==> config.mk <==
export PLATFORM = sky130hd
export DESIGN_NAME = pcileech_tlp_burst_mux
export DESIGN_NICKNAME = d
export VERILOG_FILES = /design/src/rtl/pcileech_tlp_burst_mux.sv
export SDC_FILE = /design/constraint.sdc
export NUM_CORES = 1
export LEC_CHECK = 0
export ABC_AREA = 1
export CAP_MARGIN = 20
export CORE_MARGIN = 1
export CORE_UTILIZATION = 45
export CTS_CLUSTER_DIAMETER = 150
export CTS_CLUSTER_SIZE = 16
export DETAILED_ROUTE_END_ITERATION = 10
export PLACE_DENSITY = 0.58
export SYNTH_ARGS = -nofsm -noshare
export SYNTH_HDL_FRONTEND = slang
export SYNTH_SLANG_ARGS = --single-unit
==> constraint.sdc <==
create_clock -name CLK -period 15.4 [get_ports CLK]
set_clock_uncertainty 0.2 [all_clocks]
set_input_delay 4.62 -clock CLK [delete_from_list [all_inputs] [get_ports CLK]]
set_output_delay 4.62 -clock CLK [all_outputs]
set_load 0.01 [all_outputs]
==> src/rtl/pcileech_tlp_burst_mux.sv <==
// Round-robin burst multiplexer: buffers up to MAX_BURST 64-bit beats from one
// channel, then emits a header word plus the beats as low/high 32-bit halves.
//
// state     | meaning
// IDLE      | waiting for any in_valid, round-robin pick from ptr+1
// COLLECT   | accepting beats from the picked channel into the buffer
// HDR       | presenting the frame header {MAGIC, ch, cnt}
// DATA_LO   | presenting bits [31:0] of buffered beat idx
// DATA_HI   | presenting bits [63:32] of buffered beat idx
module pcileech_tlp_burst_mux #(
  parameter int          NUM_CH    = 2,
  parameter int          MAX_BURST = 16,
  parameter logic [15:0] MAGIC     = 16'h77A5
) (
  input  logic                   CLK,
  input  logic                   RESET,
  input  logic [NUM_CH*64-1:0]   in_data,
  input  logic [NUM_CH-1:0]      in_valid,
  output logic [NUM_CH-1:0]      in_ready,
  output logic [31:0]            out_data,
  output logic                   out_valid,
  input  logic                   out_ready,
  output logic                   busy,
  output logic [15:0]            burst_count
);

  localparam int AW = (MAX_BURST > 1) ? $clog2(MAX_BURST) : 1;

  localparam logic [2:0] S_IDLE    = 3'd0;
  localparam logic [2:0] S_COLLECT = 3'd1;
  localparam logic [2:0] S_HDR     = 3'd2;
  localparam logic [2:0] S_DATA_LO = 3'd3;
  localparam logic [2:0] S_DATA_HI = 3'd4;

  logic [2:0]  state;
  logic [2:0]  ch;
  logic [2:0]  ptr;
  logic [2:0]  pick;
  logic        found;
  logic [7:0]  cnt;
  logic [7:0]  idx;
  logic        sel_valid;
  logic [63:0] sel_data;
  logic [63:0] rd_data;
  logic        wr_en;
  logic        out_fire;
  logic [63:0] burst_buf [MAX_BURST];

  // First valid channel scanning upward from ptr+1, wrapping at NUM_CH.
  always_comb begin
    found = 1'b0;
    pick  = '0;
    for (int k = 1; k <= NUM_CH; k++) begin
      for (int i = 0; i < NUM_CH; i++) begin
        if (!found && in_valid[i] && (i == (int'(ptr) + k) % NUM_CH)) begin
          found = 1'b1;
          pick  = 3'(i);
        end
      end
    end
  end

  always_comb begin
    sel_valid = 1'b0;
    sel_data  = '0;
    in_ready  = '0;
    for (int i = 0; i < NUM_CH; i++) begin
      if (ch == 3'(i)) begin
        sel_valid = in_valid[i];
        sel_data  = in_data[i*64 +: 64];
      end
      in_ready[i] = (state == S_COLLECT) && (ch == 3'(i));
    end
  end

  assign wr_en     = (state == S_COLLECT) && sel_valid;
  assign out_valid = (state == S_HDR) || (state == S_DATA_LO) || (state == S_DATA_HI);
  assign out_fire  = out_valid && out_ready;
  assign busy      = (state != S_IDLE);
  assign rd_data   = burst_buf[idx[AW-1:0]];

  always_comb begin
    case (state)
      S_HDR:     out_data = {MAGIC, 1'b0, ch, 4'h0, cnt};
      S_DATA_LO: out_data = rd_data[31:0];
      S_DATA_HI: out_data = rd_data[63:32];
      default:   out_data = '0;
    endcase
  end

  always_ff @(posedge CLK) begin
    if (RESET) begin
      state       <= S_IDLE;
      ch          <= '0;
      ptr         <= 3'(NUM_CH - 1);
      cnt         <= '0;
      idx         <= '0;
      burst_count <= '0;
    end else begin
      case (state)
        S_IDLE: begin
          if (found) begin
            ch    <= pick;
            cnt   <= '0;
            state <= S_COLLECT;
          end
        end
        S_COLLECT: begin
          if (sel_valid) begin
            cnt <= cnt + 8'd1;
            if (cnt == 8'(MAX_BURST - 1)) state <= S_HDR;
          end else if (cnt == 8'd0) begin
            state <= S_IDLE;
          end else begin
            state <= S_HDR;
          end
        end
        S_HDR: begin
          if (out_fire) begin
            idx   <= '0;
            state <= S_DATA_LO;
          end
        end
        S_DATA_LO: begin
          if (out_fire) state <= S_DATA_HI;
        end
        S_DATA_HI: begin
          if (out_fire) begin
            if (idx == cnt - 8'd1) begin
              state       <= S_IDLE;
              ptr         <= ch;
              burst_count <= burst_count + 16'd1;
            end else begin
              idx   <= idx + 8'd1;
              state <= S_DATA_LO;
            end
          end
        end
        default: state <= S_IDLE;
      endcase
    end
  end

  // Buffer needs no reset: a frame only reads beats written in its own COLLECT.
  always_ff @(posedge CLK) begin
    if (wr_en) burst_buf[cnt[AW-1:0]] <= sel_data;
  end

endmodule
Word-level counts from Yosys, hierarchy flattened
Memories as Yosys holds them, arrays and structs flattened. A register that Yosys moved wholly into a read port is not among the register bits.
Index checks and enable logic that the tools add are counted.
{"block": "word_totals", "regBits": 39, "ramBits": 1024, "in_bits": 133, "memories": 1}
{"block": "op_classes", "addsub": 6, "eq_ne": 16, "muxes": 32, "bitwise": 2, "reduce_logical": 29}
{"memory": "burst_buf", "depth": 16, "width": 64, "read_ports": 1, "rd_ports_with_merged_regs": 1, "wr": 1, "line_no": "47", "rtl": "logic [63:0] burst_buf [MAX_BURST];"}
{"cell": "two-way mux 64 bit", "count": 2}
{"cell": "case mux 32 bit (3 select lines)", "count": 1}
{"cell": "zero test 32 bit", "count": 2}
{"cell": "two-way mux 8 bit", "count": 5}
{"cell": "case mux 8 bit (2 select lines)", "count": 2}
{"cell": "two-way mux 3 bit", "count": 8}
{"cell": "adder 16 x 1 -> 16 bit, second input constant", "count": 1}
{"cell": "adder 8 x 1 -> 8 bit, second input constant", "count": 2}
{"cell": "case mux 3 bit (5 select lines)", "count": 1}
{"cell": "!= test 2 bit, second input constant", "count": 6}
{"cell": "logical AND 1 bit", "count": 11}
{"cell": "two-way mux 1 bit", "count": 9}
{"cell": "equality test 8 x 4 -> 1 bit, second input constant", "count": 1}
{"cell": "equality test 8 bit", "count": 1}
{"cell": "zero test 8 bit", "count": 1}
{"cell": "two-way mux 4 bit", "count": 2}
{"cell": "subtractor 8 x 1 -> 8 bit, second input constant", "count": 1}
{"cell": "equality test 3 x 1 -> 1 bit, second input constant", "count": 2}
{"cell": "equality test 3 x 2 -> 1 bit, second input constant", "count": 2}
{"cell": "zero test 3 bit", "count": 2}
{"cell": "AND reduction 3 bit", "count": 2}
{"cell": "AND reduction 5 bit", "count": 1}
{"cell": "equality test 2 bit, first input constant", "count": 2}
{"cell": "two-way mux 2 bit", "count": 2}
{"cell": "other kinds (10)", "count": 16}

Depth between registers and ports, before layout
{"block": "logic_depth", "ltp_word": 19, "depth_mapped": 15, "depth_no_buf": 14}

Worst setup path before layout
OpenSTA, ideal clock, no wires.
{"block": "synth_path", "path_type": "input to register", "startpoint": "input in_valid[1]", "endpoint": "memory burst_buf[3][0], enable pin", "t_arrival_ns": 9.257, "t_required_ns": 14.635, "setup_slack_ns": 5.378, "stages": 4, "path_buffers": 0, "cell_sequence": "nand2_1 nand2_1 nand2_1 nor3_1"}
{"block": "synth_between", "elab_chain_len": 4}
{"element": "start, declared", "line_no": "18", "rtl": "input logic [NUM_CH-1:0] in_valid,"}
{"element": "two-way mux 1 bit", "line_no": "68", "rtl": "if (ch == 3'(i)) begin"}
{"element": "logical AND 1 bit", "line_no": "76", "rtl": "assign wr_en = (state == S_COLLECT) && sel_valid;"}
{"element": "two-way mux 1 bit", "line_no": "146", "rtl": "if (wr_en) burst_buf[cnt[AW-1:0]] <= sel_data;"}
{"element": "two-way mux 1 bit (implied by the code)", "line_no": "146"}
{"element": "end, declared", "line_no": "47"}
Every way passes these cells.

==> run summary <==
worst endpoint required time -> 10.58 ns
RSZ-0062 raised after global routing -> false
ant diodes -> 0
Post-Synth Simple-Gate Area -> 0.102
crit path capture type -> primary output
Yosys top cell area share -> 0.716
io pins -> 185
met3 WL -> 8850 um
via count -> 28.5k
Hold/Removal Path Class -> reg -> reg
post-route setup TNS -> 0 ns
Synth Area in Compound Gates -> 0.130
Final Setup Violations -> 0
Clock Latency Late Sink -> 0.65 ns
remaining antenna violation count -> 0
Final min period -> 9.93 ns
total nets after synthesis -> 3,530
Syn Std Cell Area -> 43,000 um^2
CTS Hold Bufs -> 0
M1 wire length -> 53,000 um
Fin Hold WS -> 0.287 ns
MaxCap Viol Count -> 0
DP HPWL -> 60,200 um
worst stage delay on the critical path -> 0.82 ns
CTS resizes -> 0
Clk Tree Root Cell -> clkbuf_16
drc violations -> 0
die footprint -> 96,700 um^2
post-synth top area cell -> edfxtp_1
placed inst area -> 46,000 um^2
CP startpoint kind -> register
critical path cell sequence -> buf_4 > buf_16 > buf_4 > o21ai_0 > o221ai_1 > nand3_1 > nand2_1 > nand2_1 > o211ai_1 > clkdlybuf4s50_1
synth warn -> 0
IO buf count -> 184
slew margin rel. -> 0.161
vias per cell -> 6.01
slack of the critical path -> 5.47 ns
Synth Area per Inst -> 12.7 um^2
Setup WS pre-CTS -> 5.77 ns
power consumption -> 6.23 mW
initial detailed-routing violation count -> 3,129
count leader, synth -> edfxtp_1
CTS max path bufs -> 3
flip-flop and latch area -> 31,600 um^2
number of global-route vias before repair -> 28.0k
die width -> 311 um
Synth Instances -> 3,390
Nets -> 3,605
post-DR wirelength/cell -> 25.3 um
Layout area overhead -> 12.2%
EDFF count, synth -> 1,024
placer congestion estimate -> 0.804
Crit-path slowest cell -> buf_4
Commonest cells post-synth -> 1,024 x edfxtp_1, 567 x nor2_1, 518 x o21ai_0
Final Cell Area -> 48,200 um^2
FP Rows -> 112
crit path DAT -> 5.11 ns
main combinational cell family by area after synthesis -> compound AO/OA/AOI/OAI gates
Initial Utilization -> 0.458
FMAX -> 0.101 GHz
total track usage -> 0.245
fin. max-slew vios -> 0
CTS sink cnt -> 1,065
Pleak -> 15.5 nW
largest net degree at the start of global routing -> 230
largest fanout on the critical path -> 104
First-pass DRT Iterations -> 8
Post-Layout Cell Count -> 4,746
Filler Cell Count -> 7,851
met2 wire length -> 56,100 um
area of the multi-input gates -> 10,400 um^2
Synth async-reset ratio -> 0
first-pass GRT wire length -> 178,000 um
Most used DFF post-synth -> edfxtp_1
Hold Vio Cnt, Final -> 0
WS Path Type -> reg -> out
layout cells sized above 1 -> 0.0513
top sig layer -> met4
maximum VDD drop -> 0.0814 mV
placed cells -> 4,637
H-tree depth -> 3
Die Span Y -> 311 um
synth unique cells -> 38
status -> finished, final reports clean
XOR/XNOR share of the synthesized area -> 0.00387
CTS tree -> built
PwrDens -> 129 nW/um^2
Synth area leaders -> edfxtp_1 72%, o21ai_0 6.0%, nor2_1 5.0%
initial antenna violation count -> 2
Core Box Area -> 93,900 um^2
TritonCTS Buffers -> 76
post-CTS setup buffer count -> 0
Final period util -> 0.645
register area share after synthesis -> 0.735
#FFs+latches synth -> 1,065
Worst-path clk slew -> 0.08 ns
mux cell area share after synthesis -> 0
final wirelength -> 120,000 um
Synth Area in Adders -> 0.00204
grt ovf -> 0
Slew @ Worst Pin -> 1.26 ns
Finished Core Util -> 0.514
==> final cells by class <==
| type | instances | area share |
|---|---|---|
| Clock inverter | 6 | 0.00125 |
| Tap cell | 1254 | 0.0325 |
| Timing Repair Buffer | 241 | 0.0502 |
| Sequential cell | 1065 | 0.655 |
| Inverter | 48 | 0.00405 |
| Multi-Input combinational cell | 2033 | 0.215 |
| Clock buffer | 99 | 0.0421 |
==> cells by family after synthesis <==
family	count (synthesis)
buffers and inverters	292
AND/OR/NAND/NOR	1093
flip-flops	1065
XOR/XNOR	19
adder cells (fa/ha/maj)	7
AO/OA/AOI/OAI	914
==> layout by cell type, fill, tap and decap left out, types with 6 or more instances in the layout <==
cell and instances:
inv_6 6, o221ai_1 190, dfxtp_1 36, o211ai_1 74, nor2_4 14, edfxtp_1 1024, nor3_1 11, o21ai_0 518
nand4_1 30, buf_4 47, inv_1 42, clkbuf_16 78, clkbuf_1 21, a21oi_1 49, o22ai_1 66, clkdlybuf4s50_1 184
a21o_1 13, nand2_1 374, nand3_1 91, nor2_1 553, xor2_1 14, ha_1 7
==> path summary, 6_finish.rpt <==
path,endpoint,startpoint,cells after the start,slack [ns]
setup reg to reg,burst_buf[7][50],ch[0],7,11.09
setup / recovery,out_data[6],register,10,5.47
hold / removal,ptr[0],ptr[0],2,0.29
hold reg to reg,ptr[0],ptr[0],2,0.29
==> power by group <==
part / switching (mW) / internal [mW] / total, mW
logic: 0.705 / 0.266 / 0.971
registers: 0.0251 / 3.36 / 3.39
clock network: 0.944 / 0.924 / 1.87
total: 1.67 / 4.55 / 6.23
==> critical path, delay by kind of cell (launching register included) <==
| kind | cells | cell delay, ns |
|---|---|---|
| DFF | 1 | 0.81 |
| buffers and inverters | 4 | 2.27 |
| and+or+nand+nor | 3 | 0.29 |
| AOI/OAI and AO/OA | 3 | 0.86 |
==> metal layers <==
metal,track usage,vias to the layer above
li1,-,12800
met1,0.348,14400
met2,0.400,1226
met3,0.0328,152
met4,0.0591,0
met5,0,-
==> flip-flops by register name, summed over array words and instances (netlist names), named ones only <==
signal and flops:
burst_count 16, state 3, ptr 1, ch 1, burst_buf 1024, cnt 8, idx 8
(Power assumes the default switching activity.)
